<file path="src/rtl/syscall_display_pkg.sv">
// Shared constants for the syscall display: digit geometry, segment codes and the hex glyph table.
package syscall_display_pkg;

    localparam int NUM_DIGITS = 8;
    localparam int DIGIT_W    = 3;

    localparam logic [7:0] SEG_BLANK = 8'hFF;

    // Active-low {g,f,e,d,c,b,a} glyphs for one hex nibble.
    function automatic logic [6:0] hex_code(input logic [3:0] nibble);
        logic [6:0] code;
        code = 7'h7F;
        case (nibble)
            4'h0: code = 7'h40;
            4'h1: code = 7'h79;
            4'h2: code = 7'h24;
            4'h3: code = 7'h30;
            4'h4: code = 7'h19;
            4'h5: code = 7'h12;
            4'h6: code = 7'h02;
            4'h7: code = 7'h78;
            4'h8: code = 7'h00;
            4'h9: code = 7'h10;
            4'hA: code = 7'h08;
            4'hB: code = 7'h03;
            4'hC: code = 7'h46;
            4'hD: code = 7'h21;
            4'hE: code = 7'h06;
            4'hF: code = 7'h0E;
            default: code = 7'h7F;
        endcase
        return code;
    endfunction

endpackage

</file>
<file path="src/rtl/syscall_display_hex_to_seg7.sv">
// Combinational nibble to active-low seven-segment glyph decoder.
module hex_to_seg7
    import syscall_display_pkg::*;
(
    input  logic [3:0] nibble,
    output logic [6:0] seg
);

    always_comb begin
        seg = hex_code(nibble);
    end

endmodule

</file>
<file path="src/rtl/syscall_display.sv">
// Buffers syscall output values in a FIFO, holds each on screen for a minimum time,
// and scans the current value as 8 hex digits onto an active-low 7-segment display.
module syscall_display
    import syscall_display_pkg::*;
#(
    parameter int DEPTH       = 4,
    parameter int HOLD_CYCLES = 50000000,
    parameter int SCAN_DIV    = 100000
) (
    input  logic                     clock,
    input  logic                     reset,
    input  logic                     syscallValid,
    input  logic [31:0]              syscallData,
    input  logic                     halted,
    output logic [7:0]               seg,
    output logic [7:0]               an,
    output logic [31:0]              shownValue,
    output logic [$clog2(DEPTH):0]   fifoCount,
    output logic                     overflow
);

    localparam int PTR_W  = $clog2(DEPTH);
    localparam int CNT_W  = PTR_W + 1;
    localparam int HOLD_W = (HOLD_CYCLES > 1) ? $clog2(HOLD_CYCLES) : 1;
    localparam int SCAN_W = (SCAN_DIV > 1) ? $clog2(SCAN_DIV) : 1;

    localparam logic [CNT_W-1:0]  CNT_FULL  = CNT_W'(DEPTH);
    localparam logic [HOLD_W-1:0] HOLD_LAST = HOLD_W'(HOLD_CYCLES - 1);
    localparam logic [SCAN_W-1:0] SCAN_LAST = SCAN_W'(SCAN_DIV - 1);

    logic [31:0]         mem [DEPTH];
    logic [PTR_W-1:0]    head;
    logic [PTR_W-1:0]    tail;
    logic                loaded;
    logic [HOLD_W-1:0]   hold_cnt;
    logic [SCAN_W-1:0]   scan_cnt;
    logic [DIGIT_W-1:0]  digit;

    logic full;
    logic empty;
    logic hold_done;
    logic pop;
    logic push;
    logic [3:0] nibble;
    logic [6:0] glyph;

    assign full      = (fifoCount == CNT_FULL);
    assign empty     = (fifoCount == '0);
    assign hold_done = (hold_cnt == HOLD_LAST);
    // Pop is decided from registered state only, so a push is never shown in its own cycle.
    assign pop       = !empty && (!loaded || hold_done);
    assign push      = syscallValid && (!full || pop);

    always_ff @(posedge clock or posedge reset) begin
        if (reset) begin
            head       <= '0;
            tail       <= '0;
            fifoCount  <= '0;
            overflow   <= 1'b0;
            shownValue <= '0;
            loaded     <= 1'b0;
            hold_cnt   <= '0;
        end else begin
            if (push) begin
                tail <= tail + PTR_W'(1);
            end
            if (pop) begin
                head       <= head + PTR_W'(1);
                shownValue <= mem[head];
                loaded     <= 1'b1;
                hold_cnt   <= '0;
            end else if (loaded && !hold_done) begin
                hold_cnt <= hold_cnt + HOLD_W'(1);
            end
            case ({push, pop})
                2'b10:   fifoCount <= fifoCount + CNT_W'(1);
                2'b01:   fifoCount <= fifoCount - CNT_W'(1);
                default: fifoCount <= fifoCount;
            endcase
            if (syscallValid && !push) begin
                overflow <= 1'b1;
            end
        end
    end

    // Storage needs no reset: occupancy is tracked by the pointers and count.
    always_ff @(posedge clock) begin
        if (push && !reset) begin
            mem[tail] <= syscallData;
        end
    end

    always_ff @(posedge clock or posedge reset) begin
        if (reset) begin
            scan_cnt <= '0;
            digit    <= '0;
        end else if (scan_cnt == SCAN_LAST) begin
            scan_cnt <= '0;
            digit    <= digit + DIGIT_W'(1);
        end else begin
            scan_cnt <= scan_cnt + SCAN_W'(1);
        end
    end

    assign nibble = shownValue[{digit, 2'b00} +: 4];

    hex_to_seg7 u_hex (
        .nibble (nibble),
        .seg    (glyph)
    );

    always_comb begin
        seg      = SEG_BLANK;
        seg[6:0] = glyph;
        seg[7]   = ~(halted && (digit == '0));
        an       = ~(NUM_DIGITS'(1) << digit);
    end

endmodule

</file>
<file path="config.mk">
export PLATFORM = sky130hd
export DESIGN_NAME = syscall_display
export DESIGN_NICKNAME = d
export VERILOG_FILES = /design/src/rtl/syscall_display_pkg.sv /design/src/rtl/syscall_display_hex_to_seg7.sv /design/src/rtl/syscall_display.sv
export SDC_FILE = /design/constraint.sdc
export NUM_CORES = 1
export LEC_CHECK = 0
export BUFFER_PORTS_ARGS = -buffer_cell sky130_fd_sc_hd__buf_2
export CAP_MARGIN = 20
export CORE_UTILIZATION = 40
export CTS_CLUSTER_SIZE = 16
export DETAILED_ROUTE_END_ITERATION = 10
export RECOVER_POWER = 100
export SYNTH_ARGS = -nofsm -noshare
export SYNTH_HDL_FRONTEND = slang
export SYNTH_HIERARCHICAL = 1
export SYNTH_SLANG_ARGS = --single-unit
</file>
<file path="constraint.sdc">
create_clock -name clock -period 5.71 [get_ports clock]
set_input_delay 0.571 -clock clock [delete_from_list [all_inputs] [get_ports clock]]
set_output_delay 0.571 -clock clock [all_outputs]
set_load 0.01 [all_outputs]
</file>
==> impl_metrics.ini <==
[power_and_ir_drop]
power.density_nw_per_um2 = 365
p_leak_uw = 0.00391
irDropWorstVdd_mv = 0.247

[global_route]
gr-usage-all-layers_pct = 16.8
grt_pass1_vias = 5666
grt_max_degree = 73
overflow = 0
grt_pass1_wl_um = 31300
antenna_found_initial = 1

[cells_and_area]
finish.utilization_pct = 47.1
drive_gt1_share_pct = 18.1
final_nets = 746
n_antenna_cell = 0
fillCellCount = 2014
area_growth_pct = 14.7

[drt]
drt_iter0_drc = 295
dr_total_vias = 5425
postRouteAntennaNets = 0
routed_wl_um = 19500
vias_per_cell = 5.31
wl_per_cell_um = 19.1
dr.pass1.iters = 4
drc = 0

[yosys]
synth-seq-cells = 215
avgSynthCellArea_um2 = 15.8
syn-instance-count = 592
yosysUniqueCellTypes = 59
syn_area_um2 = 9360
synthFlopType = edfxtp_1
synthArstFlopShare_pct = 40.5
syn_nets = 648
synth_edf_count = 128
yosysWarnings = 6
ys_seq_area_share_pct = 64.4

[worst_setup_path]
path_cells = ha_1 -> nand2_1 -> nor4_1 -> a21oi_2 -> clkbuf_1 -> nor2_4 -> clkbuf_1 -> mux2_2
arrival_ns = 4.71
required_ns = 6.10
crit_type = register to register
cp_slowest_cell = clkbuf_1
critPathMaxStageDelay_ns = 1.63
r2r_setup_slack_ns = 1.40
cp_num_buf_inv = 2
reg2reg_to = shownValue[1]$_DFFE_PP0N_
r2r-start = hold_cnt[0]$_DFFE_PP0P_
crit_family = buffers and inverters
crit_path_start_kind = register
reg2reg_depth = 8
cpMostUsedCell = clkbuf_1
crit_fanout = 35
cp-end-kind = register

[timing]
worst_pin_slew_ns = 2.27
slew_violations = 123
setup_viol = 0
setup_ws_ns = 1.40
finalCriticalPeriod_ns = 4.31
hold_ws_ns = 0.248
fmax_mhz = 232
hold_violations = 0
relSlewSlack_pct = -51.7
setup_tns_ns = 0
rsz0062_at_grt = no
fin_crit_sh_pct = 75.5
skew_ns = 0.0236

[run_status]
violations = max-capacitance violations, max-slew violations
status = finished, violations left

[cts]
cts_root_buf = clkbuf_16
ctsLongestPathBuffers = 3
cts_buffers = 24
cts_tree = yes
htree_levels = 1
cts_setup_buffers = 0
cts_sinks = 215
cts_resized = 0
clk_pin_slew_ns = 0.06
postCtsHoldBufs = 0
clk_latency_ns = 0.53

[die]
placementRows = 55
start_util_pct = 41.1
die_w_um = 155
core-area_um2 = 22800
die_area_um2 = 24000
io_pins = 88
die_h_um = 155

[place]
dp_hpwl_um = 12600
gp_congestion = 0.797
io_buffers = 87
pre_cts_slack_ns = 2.39

[worst_hold_path]
hp-class = input port to asynchronous set/reset pin

[run]
drv_cap = 3
==> cells in the mapped netlist, types with 5 or more instances <==
master	n	area (µm²)
mux2_2	34	383
and4_1	5	43.8
nand3_1	23	115
nor3_1	12	60.1
edfxtp_1	128	3840
buf_6	5	56.3
xor2_1	11	96.3
mux4_2	40	901
nor2_1	22	82.6
xnor2_1	15	131
nand2_1	39	146
dfrtp_1	87	2180
and3_1	10	62.6
mux2i_1	13	130
ha_1	19	238
o21ai_0	16	80.1
clkbuf_1	14	52.6
inv_1	15	56.3
nand4_1	11	68.8
==> flip-flops by register name, summed over array words and instances, names as in the netlist <==
signal / flops
mem: 128
shownValue: 32
hold_cnt: 26
scan_cnt: 17
digit: 3
fifoCount: 3
head: 2
tail: 2
loaded: 1
overflow: 1
==> cells by family (layout without fill, tap and decap cells) <==
group                      Yosys count  in the layout  share of synthesized area (%)
muxes                               89             89                           15.5
buffers and inverters               41            157                           2.17
DFF                                215            215                           64.4
adders and majority gates           20             20                           2.76
xor gates and xnor gates            26             26                           2.43
and+or+nand+nor                    152            152                           9.00
AOI/OAI and AO/OA                   49             49                           3.77
==> power breakdown <==
group,switching (µW),total (µW),internal (µW)
Clock,588,1420,832
Sequential,112,1930,1820
Combinational,317,561,244
Total,1020,3920,2900
==> through the flow <==
stage	cells	power [µW]	area, µm²
finish	1021	3920	10700
global route	1021	4100	10700
CTS	1021	4000	10900
detailed placement	977	2560	10100
global placement	977	2530	10100
floorplan	592	2340	9360
==> layout make-up <==
class	instances	area, µm²	area share (%)
Clock inverter	7	56.3	0.525
Multi-Input combinational cell	336	3120	29.0
Sequential cell	215	6020	56.1
Clock buffer	37	689	6.43
Inverter	16	61.3	0.572
Timing Repair Buffer	97	390	3.64
Tap cell	313	392	3.65
==> layout by cell type, fill, tap and decap left out, types with 4 or more instances in the layout <==
master / instances
a211o_1: 4
a22o_1: 4
edfxtp_1: 128
nor3b_2: 4
clkinv_1: 4
inv_1: 14
nand2_1: 39
o21ai_0: 17
nor2_1: 23
buf_4: 6
nor3_1: 12
clkbuf_8: 4
mux2i_1: 13
and3_1: 10
xor2_1: 11
o211ai_1: 4
mux2_2: 34
nand4_1: 11
nand3_1: 23
xnor2_1: 15
and4_1: 5
clkbuf_16: 24
dfrtp_1: 86
ha_1: 19
nor4_1: 4
clkbuf_1: 97
mux4_2: 40
==> routing by layer <==
| metal | track usage [%] | wire length [µm] | vias to the layer above |
|---|---|---|---|
| met5 | 0 | 12 | - |
| met1 | 21.1 | 8080 | 2808 |
| li1 | - | - | 2469 |
| met4 | 4.20 | 386 | 2 |
| met2 | 29.4 | 9880 | 114 |
| met3 | 3.90 | 1110 | 32 |
==> worst max-delay path by stage <==
stage | startpoint | end | slack [ns] | cells after the start
finish | hold_cnt[0]$_DFFE_PP0P_ | shownValue[1]$_DFFE_PP0N_ | 1.40 | 8
detailed placement | digit[0]$_DFFE_PP0N_ | seg[0] | 2.39 | 9
global placement | digit[0]$_DFFE_PP0N_ | seg[0] | 2.52 | 9
CTS | digit[0]$_DFFE_PP0N_ | seg[0] | 1.84 | 9
floorplan | hold_cnt[0]$_DFFE_PP0P_ | mem[1][0]$_DFFE_PP_ | 1.35 | 7
global route | hold_cnt[0]$_DFFE_PP0P_ | shownValue[0]$_DFFE_PP0N_ | 1.06 | 8
(Power assumes the default switching activity.)
